**src/rtl/alu_op_sequencer_if.sv**
```systemverilog
// Handshake bundle between an operation source, the ALU op sequencer and the datapath.
// The sequencer sits on the slave side; the operation source/datapath side is the master.
interface alu_op_sequencer_if #(
  parameter int unsigned SHAMT_W = 5
) ();
  logic               in_valid;
  logic               in_ready;
  logic [3:0]         aluop;
  logic [3:0]         funcode;
  logic [SHAMT_W-1:0] shamt;
  logic               flush;
  logic               out_valid;
  logic               out_ready;
  logic [5:0]         control;
  logic [SHAMT_W-1:0] shift_step;
  logic               last;
  logic               busy;

  modport master (
    output in_valid, aluop, funcode, shamt, flush, out_ready,
    input  in_ready, out_valid, control, shift_step, last, busy
  );

  modport slave (
    input  in_valid, aluop, funcode, shamt, flush, out_ready,
    output in_ready, out_valid, control, shift_step, last, busy
  );
endinterface

```
**src/rtl/alu_op_sequencer.sv**
```systemverilog
// Decodes an ALU operation into control beats; shifts may be split into single-bit beats.
// One operation in flight at a time; all outputs come straight from registers.
module alu_op_sequencer #(
  parameter int unsigned SHAMT_W    = 5,
  parameter bit          ITER_SHIFT = 1'b1
) (
  input logic                clk,
  input logic                rst,
  alu_op_sequencer_if.slave  bus
);

  typedef enum logic [1:0] {StIdle, StIssue, StShift} state_e;

  state_e             state_q;
  logic [SHAMT_W-1:0] cnt_q;
  logic [SHAMT_W-1:0] step_q;
  logic [5:0]         ctrl_q;
  logic               valid_q;
  logic               last_q;

  logic [5:0] dec;
  logic       accept;
  logic       done;
  logic       iterate;

  always_comb begin
    dec = 6'b000000;
    case (bus.aluop)
      4'b0000: begin
        case (bus.funcode)
          4'd0:    dec = 6'b000000;
          4'd1:    dec = 6'b001000;
          4'd2:    dec = 6'b010000;
          4'd3:    dec = 6'b011000;
          4'd4:    dec = 6'b101000;
          4'd5:    dec = 6'b111000;
          default: dec = 6'b110000;
        endcase
      end
      4'b0001: begin
        case (bus.funcode)
          4'd0:    dec = 6'b000000;
          4'd1:    dec = 6'b001000;
          4'd2:    dec = 6'b101000;
          4'd3:    dec = 6'b111000;
          default: dec = 6'b110000;
        endcase
      end
      4'b0100: begin
        case (bus.funcode)
          4'd0, 4'd1: dec = 6'b000110;
          4'd3:       dec = 6'b000010;
          default:    dec = 6'b000001;
        endcase
      end
      4'b0101: dec = 6'b000110;
      4'b0110: begin
        case (bus.funcode)
          4'd0:    dec = 6'b000011;
          4'd1:    dec = 6'b000100;
          4'd2:    dec = 6'b000101;
          default: dec = 6'b000000;
        endcase
      end
      default: dec = 6'b000000;
    endcase
  end

  assign accept  = bus.in_valid && (state_q == StIdle);
  assign done    = valid_q && bus.out_ready;
  // Bit 5 marks the shift class; amounts of 0 or 1 always go out as a single beat.
  assign iterate = ITER_SHIFT && dec[5] && (bus.shamt > SHAMT_W'(1));

  always_ff @(posedge clk) begin
    // Reset and flush both abandon whatever is in flight; reset is simply checked first.
    if (rst || bus.flush) begin
      state_q <= StIdle;
      cnt_q   <= '0;
      step_q  <= '0;
      ctrl_q  <= 6'b000000;
      valid_q <= 1'b0;
      last_q  <= 1'b0;
    end else begin
      unique case (state_q)
        StIdle: begin
          if (accept) begin
            valid_q <= 1'b1;
            ctrl_q  <= dec;
            if (iterate) begin
              state_q <= StShift;
              cnt_q   <= bus.shamt;
              step_q  <= SHAMT_W'(1);
              last_q  <= 1'b0;
            end else begin
              state_q <= StIssue;
              cnt_q   <= SHAMT_W'(1);
              step_q  <= dec[5] ? bus.shamt : '0;
              last_q  <= 1'b1;
            end
          end
        end
        StIssue, StShift: begin
          if (done) begin
            if (last_q) begin
              state_q <= StIdle;
              step_q  <= '0;
              ctrl_q  <= 6'b000000;
              valid_q <= 1'b0;
              last_q  <= 1'b0;
            end else begin
              cnt_q  <= cnt_q - SHAMT_W'(1);
              last_q <= (cnt_q == SHAMT_W'(2));
            end
          end
        end
        default: state_q <= StIdle;
      endcase
    end
  end

  assign bus.in_ready   = (state_q == StIdle);
  assign bus.busy       = (state_q != StIdle);
  assign bus.out_valid  = valid_q;
  assign bus.control    = ctrl_q;
  assign bus.shift_step = step_q;
  assign bus.last       = last_q;

endmodule
```
**src/flat_wrapper.sv**
```systemverilog
// flat-port wrapper written by rule: the top's interface ports become plain ports
module alu_op_sequencer_flat 
#(
  parameter int unsigned SHAMT_W    = 5,
  parameter bit          ITER_SHIFT = 1'b1
)
  (clk, rst, bus_in_valid, bus_aluop, bus_funcode, bus_shamt, bus_flush, bus_out_ready, bus_in_ready, bus_out_valid, bus_control, bus_shift_step, bus_last, bus_busy);
  alu_op_sequencer_if #(.SHAMT_W(SHAMT_W)) bus_i ();
  input logic clk;
  input logic rst;
  input wire logic [$bits(bus_i.in_valid)-1:0] bus_in_valid;
  input wire logic [$bits(bus_i.aluop)-1:0] bus_aluop;
  input wire logic [$bits(bus_i.funcode)-1:0] bus_funcode;
  input wire logic [$bits(bus_i.shamt)-1:0] bus_shamt;
  input wire logic [$bits(bus_i.flush)-1:0] bus_flush;
  input wire logic [$bits(bus_i.out_ready)-1:0] bus_out_ready;
  output wire logic [$bits(bus_i.in_ready)-1:0] bus_in_ready;
  output wire logic [$bits(bus_i.out_valid)-1:0] bus_out_valid;
  output wire logic [$bits(bus_i.control)-1:0] bus_control;
  output wire logic [$bits(bus_i.shift_step)-1:0] bus_shift_step;
  output wire logic [$bits(bus_i.last)-1:0] bus_last;
  output wire logic [$bits(bus_i.busy)-1:0] bus_busy;
  assign bus_i.in_valid = bus_in_valid;
  assign bus_i.aluop = bus_aluop;
  assign bus_i.funcode = bus_funcode;
  assign bus_i.shamt = bus_shamt;
  assign bus_i.flush = bus_flush;
  assign bus_i.out_ready = bus_out_ready;
  assign bus_in_ready = bus_i.in_ready;
  assign bus_out_valid = bus_i.out_valid;
  assign bus_control = bus_i.control;
  assign bus_shift_step = bus_i.shift_step;
  assign bus_last = bus_i.last;
  assign bus_busy = bus_i.busy;
  alu_op_sequencer #(.SHAMT_W(SHAMT_W), .ITER_SHIFT(ITER_SHIFT)) u_core (.clk(clk), .rst(rst), .bus(bus_i));
endmodule
```
**config.mk**
```make
export PLATFORM = sky130hd
export DESIGN_NAME = alu_op_sequencer_flat
export DESIGN_NICKNAME = d
export VERILOG_FILES = /design/src/rtl/alu_op_sequencer_if.sv /design/src/rtl/alu_op_sequencer.sv /design/src/flat_wrapper.sv
export SDC_FILE = /design/constraint.sdc
export NUM_CORES = 1
export LEC_CHECK = 0
export BUFFER_PORTS_ARGS = -buffer_cell sky130_fd_sc_hd__buf_2
export CAP_MARGIN = 10
export CELL_PAD_IN_SITES_DETAIL_PLACEMENT = 1
export CELL_PAD_IN_SITES_GLOBAL_PLACEMENT = 1
export CORE_UTILIZATION = 32
export DETAILED_ROUTE_END_ITERATION = 10
export PLACE_DENSITY_LB_ADDON = 0.05
export SLEW_MARGIN = 20
export SYNTH_ARGS = -nofsm -noshare
export SYNTH_HDL_FRONTEND = slang
export SYNTH_SLANG_ARGS = --single-unit
```
**constraint.sdc**
```tcl
create_clock -name clk -period 2.17 [get_ports clk]
set_clock_uncertainty 0.15 [all_clocks]
set_input_delay 0.1085 -clock clk [delete_from_list [all_inputs] [get_ports clk]]
set_output_delay 0.1085 -clock clk [all_outputs]
set_load 0.005 [all_outputs]
```
# [Word-level counts from Yosys, hierarchy flattened]
# Cells that the tools add are included.
# Widths: inputs -> output; s select.
[classes] n_reduce_logical=15 mux=34 add_sub_neg=1 n_lt_le_gt_ge=1 n_eq_ne=16
[ops] cell="$mux 5" n=9
[ops] cell="$pmux 6 s6" n=1
[ops] cell="$pmux 6 s5" n=1
[ops] cell="$pmux 6 s4" n=1
[ops] cell="$eq 4x3->1 const B" n=5
[ops] cell="$pmux 5 s2" n=2
[ops] cell="$mux 6" n=3
[ops] cell="$pmux 6 s2" n=1
[ops] cell="$pmux 3 s3" n=1
[ops] cell="$eq 4x1->1 const B" n=2
[ops] cell="$eq 4x2->1 const B" n=2
[ops] cell="$logic_not 4->1" n=2
[ops] cell="$mux 2" n=4
[ops] cell="$reduce_and 4->1" n=2
[ops] cell="$mux 1" n=7
[ops] cell="$ne 2x1->1 const B" n=3
[ops] cell="$pmux 3 s2" n=1
[ops] cell="$reduce_and 3->1" n=2
[ops] cell="$eq 5x2->1 const B" n=1
[ops] cell="$gt 5x1->1 const B" n=1
[ops] cell="$sub 5x1->5 const B" n=1
[ops] cell="$pmux 1 s2" n=2
[ops] cell="$pmux 2 s2" n=1
[ops] cell="$reduce_bool 2->1" n=2
[ops] cell="7 further kinds" n=10
[totals] reg_bits=20 wordCells=73

# [Logic depth before layout (Yosys ltp)]
# Gate-level depths: netlist of run 1.
[logic_depth] depth_word=8 mapped_depth=6 ltp_nobuf=6

# [Least setup slack after synthesis of run 1]
# OpenSTA, ideal clock, no wires.
[synth_timing] path_type="register to register" startpoint="register u_core.state_q[0]" endpoint="register u_core.step_q[1] (netlist: u_core.bus.shift_step[1])" arrival_time_ps=1617 path_stages_with_launch=7 setup_slack_ps=344 required_ps=1961 path_cell_list="dfxtp_1 inv_1 ha_1 mux2_2 a21oi_1 buf_2 and2_1"
[synth_between] elab_chain_cells=4 elab_cells_between_ends=11 classes_between="eq/ne: 5; mux: 1; reduce/logical: 5"
[synth_rtl] item="start, declared" line="alu_op_sequencer.sv:14" text="state_e state_q;"
[synth_rtl] item="start signal, assigned" line="alu_op_sequencer.sv:77" text="state_q <= StIdle;"
[synth_rtl] item="start signal, assigned" line="alu_op_sequencer.sv:90" text="state_q <= StShift;"
[synth_rtl] item="start signal, assigned" line="alu_op_sequencer.sv:95" text="state_q <= StIssue;"
[synth_rtl] item="$eq 2x1->1 (tied with other cells)" line="alu_op_sequencer.sv:84" text="unique case (state_q)"
[synth_rtl] item="$reduce_or 2->1 or $logic_and 1x1->1 (tied branches)" line="alu_op_sequencer.sv:84, alu_op_sequencer.sv:69"
[synth_rtl] item="$ne 2x1->1 (no source line) or $reduce_bool 2->1 (tied branches)"
[synth_rtl] item="$reduce_and 4->1 (no source line)"
[synth_rtl] item="end signal, assigned" line="alu_op_sequencer.sv:97" text="step_q <= dec[5] ? bus.shamt : '0;"
[synth_rtl] item="end, declared" line="alu_op_sequencer.sv:16" text="logic [SHAMT_W-1:0] step_q;"
# Several ways; a longest one is shown, not always the timed one.
# A chain may end at the register's enable or synchronous reset.

# [Worst setup path in the final report of run 1]
[layout_timing] startpoint="input port bus_shamt[3]" endpoint="register u_core.state_q[0]"
[layout_between] elab_chain_cells=5
[layout_rtl] item="start, declared" line="flat_wrapper.sv:14" text="input wire logic [$bits(bus_i.shamt)-1:0] bus_shamt;"
[layout_rtl] item="$gt 5x1->1" line="alu_op_sequencer.sv:72" text="assign iterate = ITER_SHIFT && dec[5] && (bus.shamt > SHAMT_W'(1));"
[layout_rtl] item="$logic_and 1x1->1" line="alu_op_sequencer.sv:72"
[layout_rtl] item="$mux 2" line="alu_op_sequencer.sv:89" text="if (iterate) begin"
[layout_rtl] item="$mux 2" line="alu_op_sequencer.sv:86" text="if (accept) begin"
[layout_rtl] item="$pmux 2 s2" line="alu_op_sequencer.sv:84"
# Every way passes these cells. The select of a mux whose other input is x is not followed.

==> flow_summary.yaml, run 1 <==
outcome:
  status: "completed"
floorplan:
  die_height_um: 61.88
  ios: 33
  die_area_um2: 3829
  row_count: 21
  core_region_area_um2: 3390
  start_util_pct: 33.85
  fp.dieW_um: 61.88
synthesis:
  synth_area_um2: 1147
  synth_edf_count: 0
  yosysTopAreaCell: "dfxtp_1"
  ys_seq_elements: 20
  synthMuxAreaShare_pct: 1.963
  ys_top_cells_by_area: "dfxtp_1, ha_1, inv_1, a221oi_1, o21ai_0"
  synth.net_count: 147
  ys_async_sr_fraction_pct: 0
  syn-instance-count: 125
  ys_dominant_reg_cell: "dfxtp_1"
  yosys.area.top_type_share_pct: 34.90
  seq_area_frac_synth_pct: 34.90
  synthSimpleGateAreaFrac_pct: 22.90
  synth_cell_type_count: 49
  synth_adder_area_share_pct: 4.362
  synth_area_per_cell_um2: 9.179
  yosys_warnings: 0
  synth_compound_area_share_pct: 28.24
  synth_top_family_by_area: "compound AO/OA/AOI/OAI gates"
  synth_xor_area_share_pct: 1.527
global_routing:
  grt_pass1_wl_um: 4961
  overflow: 0
  grtUsageTotal_pct: 17.96
  first_global_vias: 1076
  grt_max_degree: 13
  antenna_found_initial: 0
critical_path:
  worstPathRequired_ps: 2260
  end_kind: "flop"
  startpoint_type: "input pin"
  path_max_fanout: 4
  cp.arrival_ps: 2020
  criticalPathCategory: "input pin to flop"
placed_design:
  postPlaceCellArea_um2: 1348
  port-buffer-count: 32
  place_ws_ps: 217.8
  dpl.hpwl_um: 2282
  routabilityCongestion: 0.7546
clocking:
  numCtsBuffers: 3
  tritoncts: "yes"
  postCtsSetupBuffers: 0
  cts_max_level: 1
  clock_sinks: 20
  clock_latency_ps: 310
  path_clk_slew_ps: 110
  clock_path_buffers: 2
  post_cts_resized: 0
  clock-root-buffer: "clkbuf_4"
detailed_routing:
  vias_per_cell: 5.160
  drt_iter0_drc: 22
  ant_nets: 0
  post-route-drc-count: 0
  avgRoutedWirePerCell_um: 13.83
  routed_wirelength_um: 2946
  drt_pass1_iterations: 4
  via_count: 1099
timing:
  worstMarginPinSlew_ps: 610.3
  final_hold_viol_count: 0
  setup_tns_ps: 0
  finalMaxSlewViolations: 0
  period_needed_ps: 1932
  whs_ps: 13.77
  post-route-period-util_pct: 89.03
  setup_viol: 0
  timing.fmax_ghz: 0.5176
  slew_headroom_pct: 58.94
  rsz0062_at_grt: "no"
  setup_slack_ps: 238.1
power_and_ir_drop:
  p_sw_uw: 213.1
  comb_power_share_pct: 18.6
  power.density_nw_per_um2: 569.2
  p_clk_share_pct: 36.1
  ir_drop_mv: 0.3969
  p_leak_uw: 0.0006257
  p_int_uw: 635.0
  p_sw_share_pct: 25.13
  p_seq_share_pct: 45.3
final_layout:
  n_antenna_cell: 0
  fin_util_pct: 43.96
  mostFrequentLayoutCell: "buf_2"
  fillers: 412
  fin_area_um2: 1490
  multiInputGateArea_um2: 676.9
  drive_above_1_share_pct: 28.74
  register_area_um2: 400.4
  area_delta_synth_final_pct: 29.88
  final_nets: 190
  mostFrequentLayoutCells: "buf_2, dfxtp_1, inv_1"
min_path:
  holdCritPathClass: "input pin to flop"
flow_run:
  cap_violations: 0
[through the flow]
step	std cells	total power (µW)
finish	213	848.2
CTS	213	866.4
global route	213	896.3
floorplan	125	486.9
global placement	200	534.6
detailed placement	200	538.8
[critical path, cell delays in order]
cell	delay (ps)
dlygate4sd3_1	530
buf_2	130
nor4_1	560
nor3_2	170
or3b_1	400
a21oi_1	120
[cell usage after synthesis, types with 2 or more instances]
| library cell | number |
|---|---|
| a21oi_1 | 4 |
| a221oi_1 | 4 |
| a22o_1 | 2 |
| a32o_1 | 2 |
| and2_1 | 4 |
| buf_2 | 2 |
| dfxtp_1 | 20 |
| ha_1 | 4 |
| inv_1 | 10 |
| mux2_2 | 2 |
| nand2_1 | 8 |
| nand2b_1 | 2 |
| nand3_1 | 2 |
| nand4_1 | 2 |
| nor2_1 | 6 |
| nor3_1 | 3 |
| nor3_4 | 2 |
| nor4_1 | 2 |
| o211ai_1 | 3 |
| o21a_1 | 2 |
| o21ai_0 | 7 |
| o2bb2ai_1 | 4 |
| xor2_1 | 2 |
[kinds of logic after synthesis]
logic type | Yosys count
AND/OR/NAND/NOR | 42
XOR/XNOR | 2
buffers and inverters | 15
flip-flops | 20
AO/OA/AOI/OAI | 40
adder cells (fa/ha/maj) | 4
multiplexers | 2
[power groups by stage]
stage	sequential [µW]	clock (µW)	combinational, µW
3_3_place_gp	392	0	142
2_1_floorplan	391	0	96.2
6_report	384	306	158
3_5_place_dp	393	0	146
4_1_cts	385	323	159
5_1_grt	386	334	176
[layer usage]
layer	GRT usage [%]	vias to the layer above	routed length, µm
met5	0	-	0
met4	4.762	0	19
met3	4.348	2	81
met2	30.57	19	1437
met1	22.73	525	1408
li1	-	553	-
[final timing paths]
path                                   end  depth (start not counted)  slack (ps)                      from
setup reg to reg           u_core.bus.last                          6         250         u_core.state_q[0]
hold reg to reg   u_core.bus.shift_step[4]                          1         320  u_core.bus.shift_step[4]
setup / recovery         u_core.state_q[0]                          6         240              bus_shamt[3]
hold / removal       u_core.bus.control[3]                          4          10              bus_aluop[2]
[final cells by class]
class                           instances  area share, %
Multi-Input combinational cell         90          45.42
Tap cell                               46          3.862
Inverter                               10          2.519
Timing Repair Buffer                   43          17.80
Clock inverter                          1          2.015
Clock buffer                            3          1.511
Sequential cell                        20          26.87
[sequential cells by signal, summed over array words and instances (netlist names)]
register,count
u_core.bus.last,1
u_core.state_q,2
u_core.bus.control,6
u_core.bus.out_valid,1
u_core.cnt_q,5
u_core.bus.shift_step,5
[timing repair]
item / CTS / global route
endpoints found under the hold margin: 8 / 0
hold buffers: 9 / 0
endpoints found under the setup margin: 0 / 0
Note: power is estimated with default switching activity, not from simulation.
==> run 2, diff against run 1 <==
--- a/config.mk
+++ b/config.mk
@@ -11,7 +11,9 @@
 export CELL_PAD_IN_SITES_GLOBAL_PLACEMENT = 1
 export CORE_UTILIZATION = 32
 export DETAILED_ROUTE_END_ITERATION = 10
+export HOLD_SLACK_MARGIN = 0.08
 export PLACE_DENSITY_LB_ADDON = 0.05
+export SETUP_SLACK_MARGIN = 0.1
 export SLEW_MARGIN = 20
 export SYNTH_ARGS = -nofsm -noshare
 export SYNTH_HDL_FRONTEND = slang
==> constraint.sdc (replaced) <==
create_clock -name clk -period 2.17 [get_ports clk]
set_clock_uncertainty 0.15 [all_clocks]
set_input_delay 0.1085 -clock clk [delete_from_list [all_inputs] [get_ports clk]]
set_output_delay 0.1085 -clock clk [all_outputs]
set_load 0.02 [all_outputs]
==> run 2 against run 1 <==
Cell count grew 0.94%. Core utilization grew 0.78 points. Cell area grew 1.8%. Sequential power is essentially flat. Global-route usage grew 0.22 points.
==> flow_summary.yaml, run 2 (synthesis gave the netlist of run 1 again) <==
outcome:
  status: "completed"
critical_path:
  startpoint_type: "input pin"
  path_cells: "dlygate4sd3_1 > buf_2 > nor4_1 > nor3_2 > or3b_1 > a21oi_1"
  criticalPathCategory: "input pin to flop"
  worstReg2RegStart: "u_core.state_q[0]"
  end_kind: "flop"
  cp-startpoint: "bus_shamt[4]"
  worstPathRequired_ps: 2260
  slowest_stage: "nor4_1"
  reg2reg_slack_ps: 280
  path_depth: 6
  crit_end: "u_core.state_q[0]"
  cpPeakStageDelay_ps: 550
  worstReg2RegEnd: "u_core.bus.control[2]"
  crit_buf_inv: 2
  cp.arrival_ps: 2030
  path_max_fanout: 4
  reg2regPathDepth: 6
  cp_top_family: "simple AND/OR/NAND/NOR gates"
final_layout:
  largest_reg_flops: 6
  mostFrequentLayoutCells: "buf_2, dfxtp_1, dlygate4sd3_1"
  final_nets: 192
  drive_above_1_share_pct: 28.99
  fillers: 413
  mostFrequentLayoutCell: "buf_2"
  multiInputGateArea_um2: 683.2
  n_antenna_cell: 0
  area_delta_synth_final_pct: 32.17
  fin_area_um2: 1516
  register_area_um2: 400.4
floorplan:
  core_region_area_um2: 3390
  die_area_um2: 3829
  row_count: 21
  ios: 33
  fp.dieW_um: 61.88
  die_height_um: 61.88
  start_util_pct: 33.85
detailed_routing:
  avgRoutedWirePerCell_um: 13.92
  drt_pass1_iterations: 4
  routed_wirelength_um: 2993
  ant_nets: 0
  vias_per_cell: 5.144
  post-route-drc-count: 0
  via_count: 1106
  drt_iter0_drc: 26
timing:
  period_needed_ps: 1936
  post-route-period-util_pct: 89.23
  setup_viol: 0
  worstMarginPinSlew_ps: 610.1
  final_hold_viol_count: 0
  timing.fmax_ghz: 0.5165
  rsz0062_at_grt: "no"
  finalMaxSlewViolations: 0
  setup_slack_ps: 233.8
  whs_ps: 98.14
  setup_tns_ps: 0
  slew_headroom_pct: 58.95
global_routing:
  grt_max_degree: 13
  first_global_vias: 1084
  overflow: 0
  grt_pass1_wl_um: 5009
  antenna_found_initial: 0
  grtUsageTotal_pct: 18.17
power_and_ir_drop:
  comb_power_share_pct: 19.6
  p_leak_uw: 0.0006344
  ir_drop_mv: 0.3971
  p_sw_uw: 220.7
  p_clk_share_pct: 35.6
  power.density_nw_per_um2: 566.5
  p_sw_share_pct: 25.68
  p_seq_share_pct: 44.7
  p_int_uw: 638.5
clocking:
  clock_latency_ps: 310
  clock-root-buffer: "clkbuf_4"
  clock_path_buffers: 2
  cts_max_level: 1
  numCtsBuffers: 3
  tritoncts: "yes"
  clock_sinks: 20
  path_clk_slew_ps: 110
placed_design:
  routabilityCongestion: 0.7546
  dpl.hpwl_um: 2282
  postPlaceCellArea_um2: 1348
  place_ws_ps: 217.8
  port-buffer-count: 32
flow_run:
  cap_violations: 0
min_path:
  holdCritPathClass: "input pin to flop"
## run 2: metal layers
layer / GRT usage (%) / part of all wire (%) / vias to the layer above
met5: 0 / 0 / -
met4: 4.762 / 0.63 / 0
met3: 4.348 / 2.8 / 2
met2: 31.34 / 50 / 19
met1: 22.73 / 47 / 528
li1: - / - / 557
## run 2: worst min path at each step
stage                                  endpoint  cells after the start           start  slack [ps]
after floorplan           u_core.bus.control[3]                      1  bus_funcode[3]          50
after global placement    u_core.bus.control[3]                      2  bus_funcode[3]         230
after detailed placement  u_core.bus.control[3]                      2  bus_funcode[3]         240
after CTS                 u_core.bus.control[3]                      4    bus_aluop[1]          80
after global routing      u_core.bus.control[1]                      3    bus_aluop[1]         110
final                     u_core.bus.control[3]                      4    bus_aluop[1]         100
## run 2: repair_timing
item,4_1_cts,5_1_grt
buffers inserted,0,0
hold buffers,11,0
endpoints found under the hold margin,13,0
resized for setup,0,1
endpoints found under the setup margin,0,1
## run 2: power by group through the flow
stage	Combinational [µW]	Sequential, µW	Clock, µW
2_1_floorplan	98.8	394	0
3_3_place_gp	149	392	0
3_5_place_dp	152	393	0
4_1_cts	168	385	323
5_1_grt	188	386	334
6_report	169	384	306
## run 2: stage by stage
stage / util, % / std cells / total power [µW]
global route: 44.74 / 215 / 907.5
floorplan: - / 125 / 493.2
detailed placement: 39.76 / 200 / 545.2
finish: 44.74 / 215 / 859.1
CTS: 44.56 / 215 / 875.4
global placement: 39.76 / 200 / 540.9
## run 2: cell type report
cell class | count | share of cell area (%)
multi-input cells | 90 | 45.05
clock buffers | 3 | 1.485
well taps | 46 | 3.795
flip-flops and latches | 20 | 26.40
clock inverters | 1 | 1.980
inverters | 10 | 2.475
repair buffers | 45 | 18.81
## run 2: worst reg2reg max path, cell delays in order, from the launching register on
cell,delay [ps]
dfxtp_1,370
inv_1,50
ha_1,330
buf_4,210
nor3_4,310
nand4b_1,210
o2bb2ai_1,200
==> run 3, diff against run 2 <==
--- a/config.mk
+++ b/config.mk
@@ -9,12 +9,11 @@
 export CAP_MARGIN = 10
 export CELL_PAD_IN_SITES_DETAIL_PLACEMENT = 1
 export CELL_PAD_IN_SITES_GLOBAL_PLACEMENT = 1
-export CORE_UTILIZATION = 32
+export CORE_UTILIZATION = 37
 export DETAILED_ROUTE_END_ITERATION = 10
 export HOLD_SLACK_MARGIN = 0.08
 export PLACE_DENSITY_LB_ADDON = 0.05
 export SETUP_SLACK_MARGIN = 0.1
-export SLEW_MARGIN = 20
 export SYNTH_ARGS = -nofsm -noshare
 export SYNTH_HDL_FRONTEND = slang
 export SYNTH_SLANG_ARGS = --single-unit
==> run 3 against run 2 <==
The flow now finishes with violations (design-rule violations). Die area down 13%. Power down 0.13%. Global-route usage about the same. Critical path depth up 1. Worst hold slack better by 14 ps. Setup slack better by 53 ps. First-iteration DRC count down 15%. Cell area down 0.99%. Maximum frequency up 2.8%. Critical path type is now flop to flop. Highest routed layer unchanged.
==> flow_summary.yaml, run 3 (synthesis gave the netlist of run 1 again) <==
global_routing:
  first_global_vias: 1005
  grtUsageTotal_pct: 18.19
  grt_max_degree: 15
  overflow: 0
  antenna_found_initial: 0
  grt_pass1_wl_um: 4692
clocking:
  path_clk_slew_ps: 120
  numCtsBuffers: 3
  cts_max_level: 1
  tritoncts: "yes"
  clock-root-buffer: "clkbuf_4"
  clock_path_buffers: 2
  clock_latency_ps: 300
  clock_sinks: 20
power_and_ir_drop:
  p_total_uw: 858.0
  ir_drop_mv: 0.3090
  p_leak_uw: 0.0006382
  power.density_nw_per_um2: 571.4
critical_path:
  path_cells: "inv_1 > ha_1 > buf_4 > inv_1 > o21ai_0 > a221oi_1 > nor2_1"
  crit_top_cell: "inv_1"
  worstPathRequired_ps: 2260
  slowest_stage: "o21ai_0"
  cp.arrival_ps: 1980
  path_max_fanout: 14
  startpoint_type: "flop"
  end_kind: "flop"
  criticalPathCategory: "flop to flop"
  cpPeakStageDelay_ps: 390
  reg2regPathDepth: 7
detailed_routing:
  avgRoutedWirePerCell_um: 14.06
  via_count: 1107
  routed_wirelength_um: 2826
  vias_per_cell: 5.507
  ant_nets: 0
  post-route-drc-count: 2
  drt_iter0_drc: 22
  drt_pass1_iterations: 7
floorplan:
  ios: 33
  start_util_pct: 40.22
  die_height_um: 57.69
  row_count: 19
  die_area_um2: 3328
  fp.dieW_um: 57.69
  core_region_area_um2: 2853
final_layout:
  instances_no_fill: 201
  n_antenna_cell: 0
  drive_above_1_share_pct: 28.24
  mostFrequentLayoutCells: "buf_2, dfxtp_1, dlygate4sd3_1"
  largest_reg_flops: 6
  area_delta_synth_final_pct: 30.86
  final_nets: 193
  fillers: 355
  mostFrequentLayoutCell: "buf_2"
outcome:
  status: "complete, but fails checks"
  violations: "design-rule violations"
placed_design:
  routabilityCongestion: 0.8918
  place_inst: 185
  port-buffer-count: 32
  place_ws_ps: 316.4
  dpl.hpwl_um: 2198
timing:
  timing.fmax_ghz: 0.5309
  setup_tns_ps: 0
  rsz0062_at_grt: "no"
  finalMaxSlewViolations: 0
  final_hold_viol_count: 0
  worstMarginPinSlew_ps: 444.8
  slew_headroom_pct: 70.07
  setup_slack_ps: 286.4
  period_needed_ps: 1884
  whs_ps: 112.2
  post-route-period-util_pct: 86.80
  setup_viol: 0
min_path:
  hold_depth: 4
  holdCritPathClass: "input pin to flop"
flow_run:
  cap_violations: 0
-- run 3: report_power, final --
group | leakage, µW | internal (µW) | switching [µW]
Clock | 0.0000279 | 187 | 118
Sequential | 0.000162 | 376 | 9.00
Combinational | 0.000448 | 76.2 | 92.4
Total | 0.000638 | 638 | 220
-- run 3: what timing repair did --
action / CTS / global route
hold buffers: 12 / 0
gates resized for setup: 0 / 0
buffers inserted: 0 / 0
endpoints found under the setup margin: 0 / 0
hold endpoints to repair: 13 / 0
-- run 3: worst max-delay path, delay by kind of cell (launching register included) --
kind / cells / cell delay [ps]
AO/OA/AOI/OAI: 2 / 510
flip-flops: 1 / 370
buffers and inverters: 3 / 360
adder cells (fa/ha/maj): 1 / 290
AND/OR/NAND/NOR: 1 / 140
-- run 3: cell type report --
class	instances	area (µm²)	share of cell area [%]
Multi-Input combinational cell	90	676.9	45.08
Tap cell	31	38.79	2.583
Clock inverter	1	30.03	2.000
Sequential cell	20	400.4	26.67
Clock buffer	3	22.52	1.500
Timing Repair Buffer	46	295.3	19.67
Inverter	10	37.54	2.500
-- run 3: path summary, 6_finish.rpt --
kind / startpoint / endpoint / slack [ps]
setup / recovery: u_core.state_q[0] / u_core.cnt_q[3] / 290
hold reg to reg: u_core.bus.shift_step[2] / u_core.bus.shift_step[2] / 320
hold / removal: bus_funcode[2] / u_core.bus.control[3] / 110
setup reg to reg: u_core.state_q[0] / u_core.cnt_q[3] / 290
-- run 3: stage by stage --
step | util [%] | area, µm²
finish | 52.63 | 1501
global route | 52.63 | 1501
CTS | 52.63 | 1501
detailed placement | 46.58 | 1329
global placement | 46.58 | 1329
floorplan | - | 1147
-- run 3: layer usage --
| layer | track usage, % | share of wire [%] | vias up |
|---|---|---|---|
| li1 | - | - | 565 |
| met1 | 26.34 | 50 | 513 |
| met2 | 28.24 | 45 | 25 |
| met3 | 3.571 | 3.9 | 4 |
| met4 | 4.082 | 0.92 | 0 |
| met5 | 0 | 0 | - |
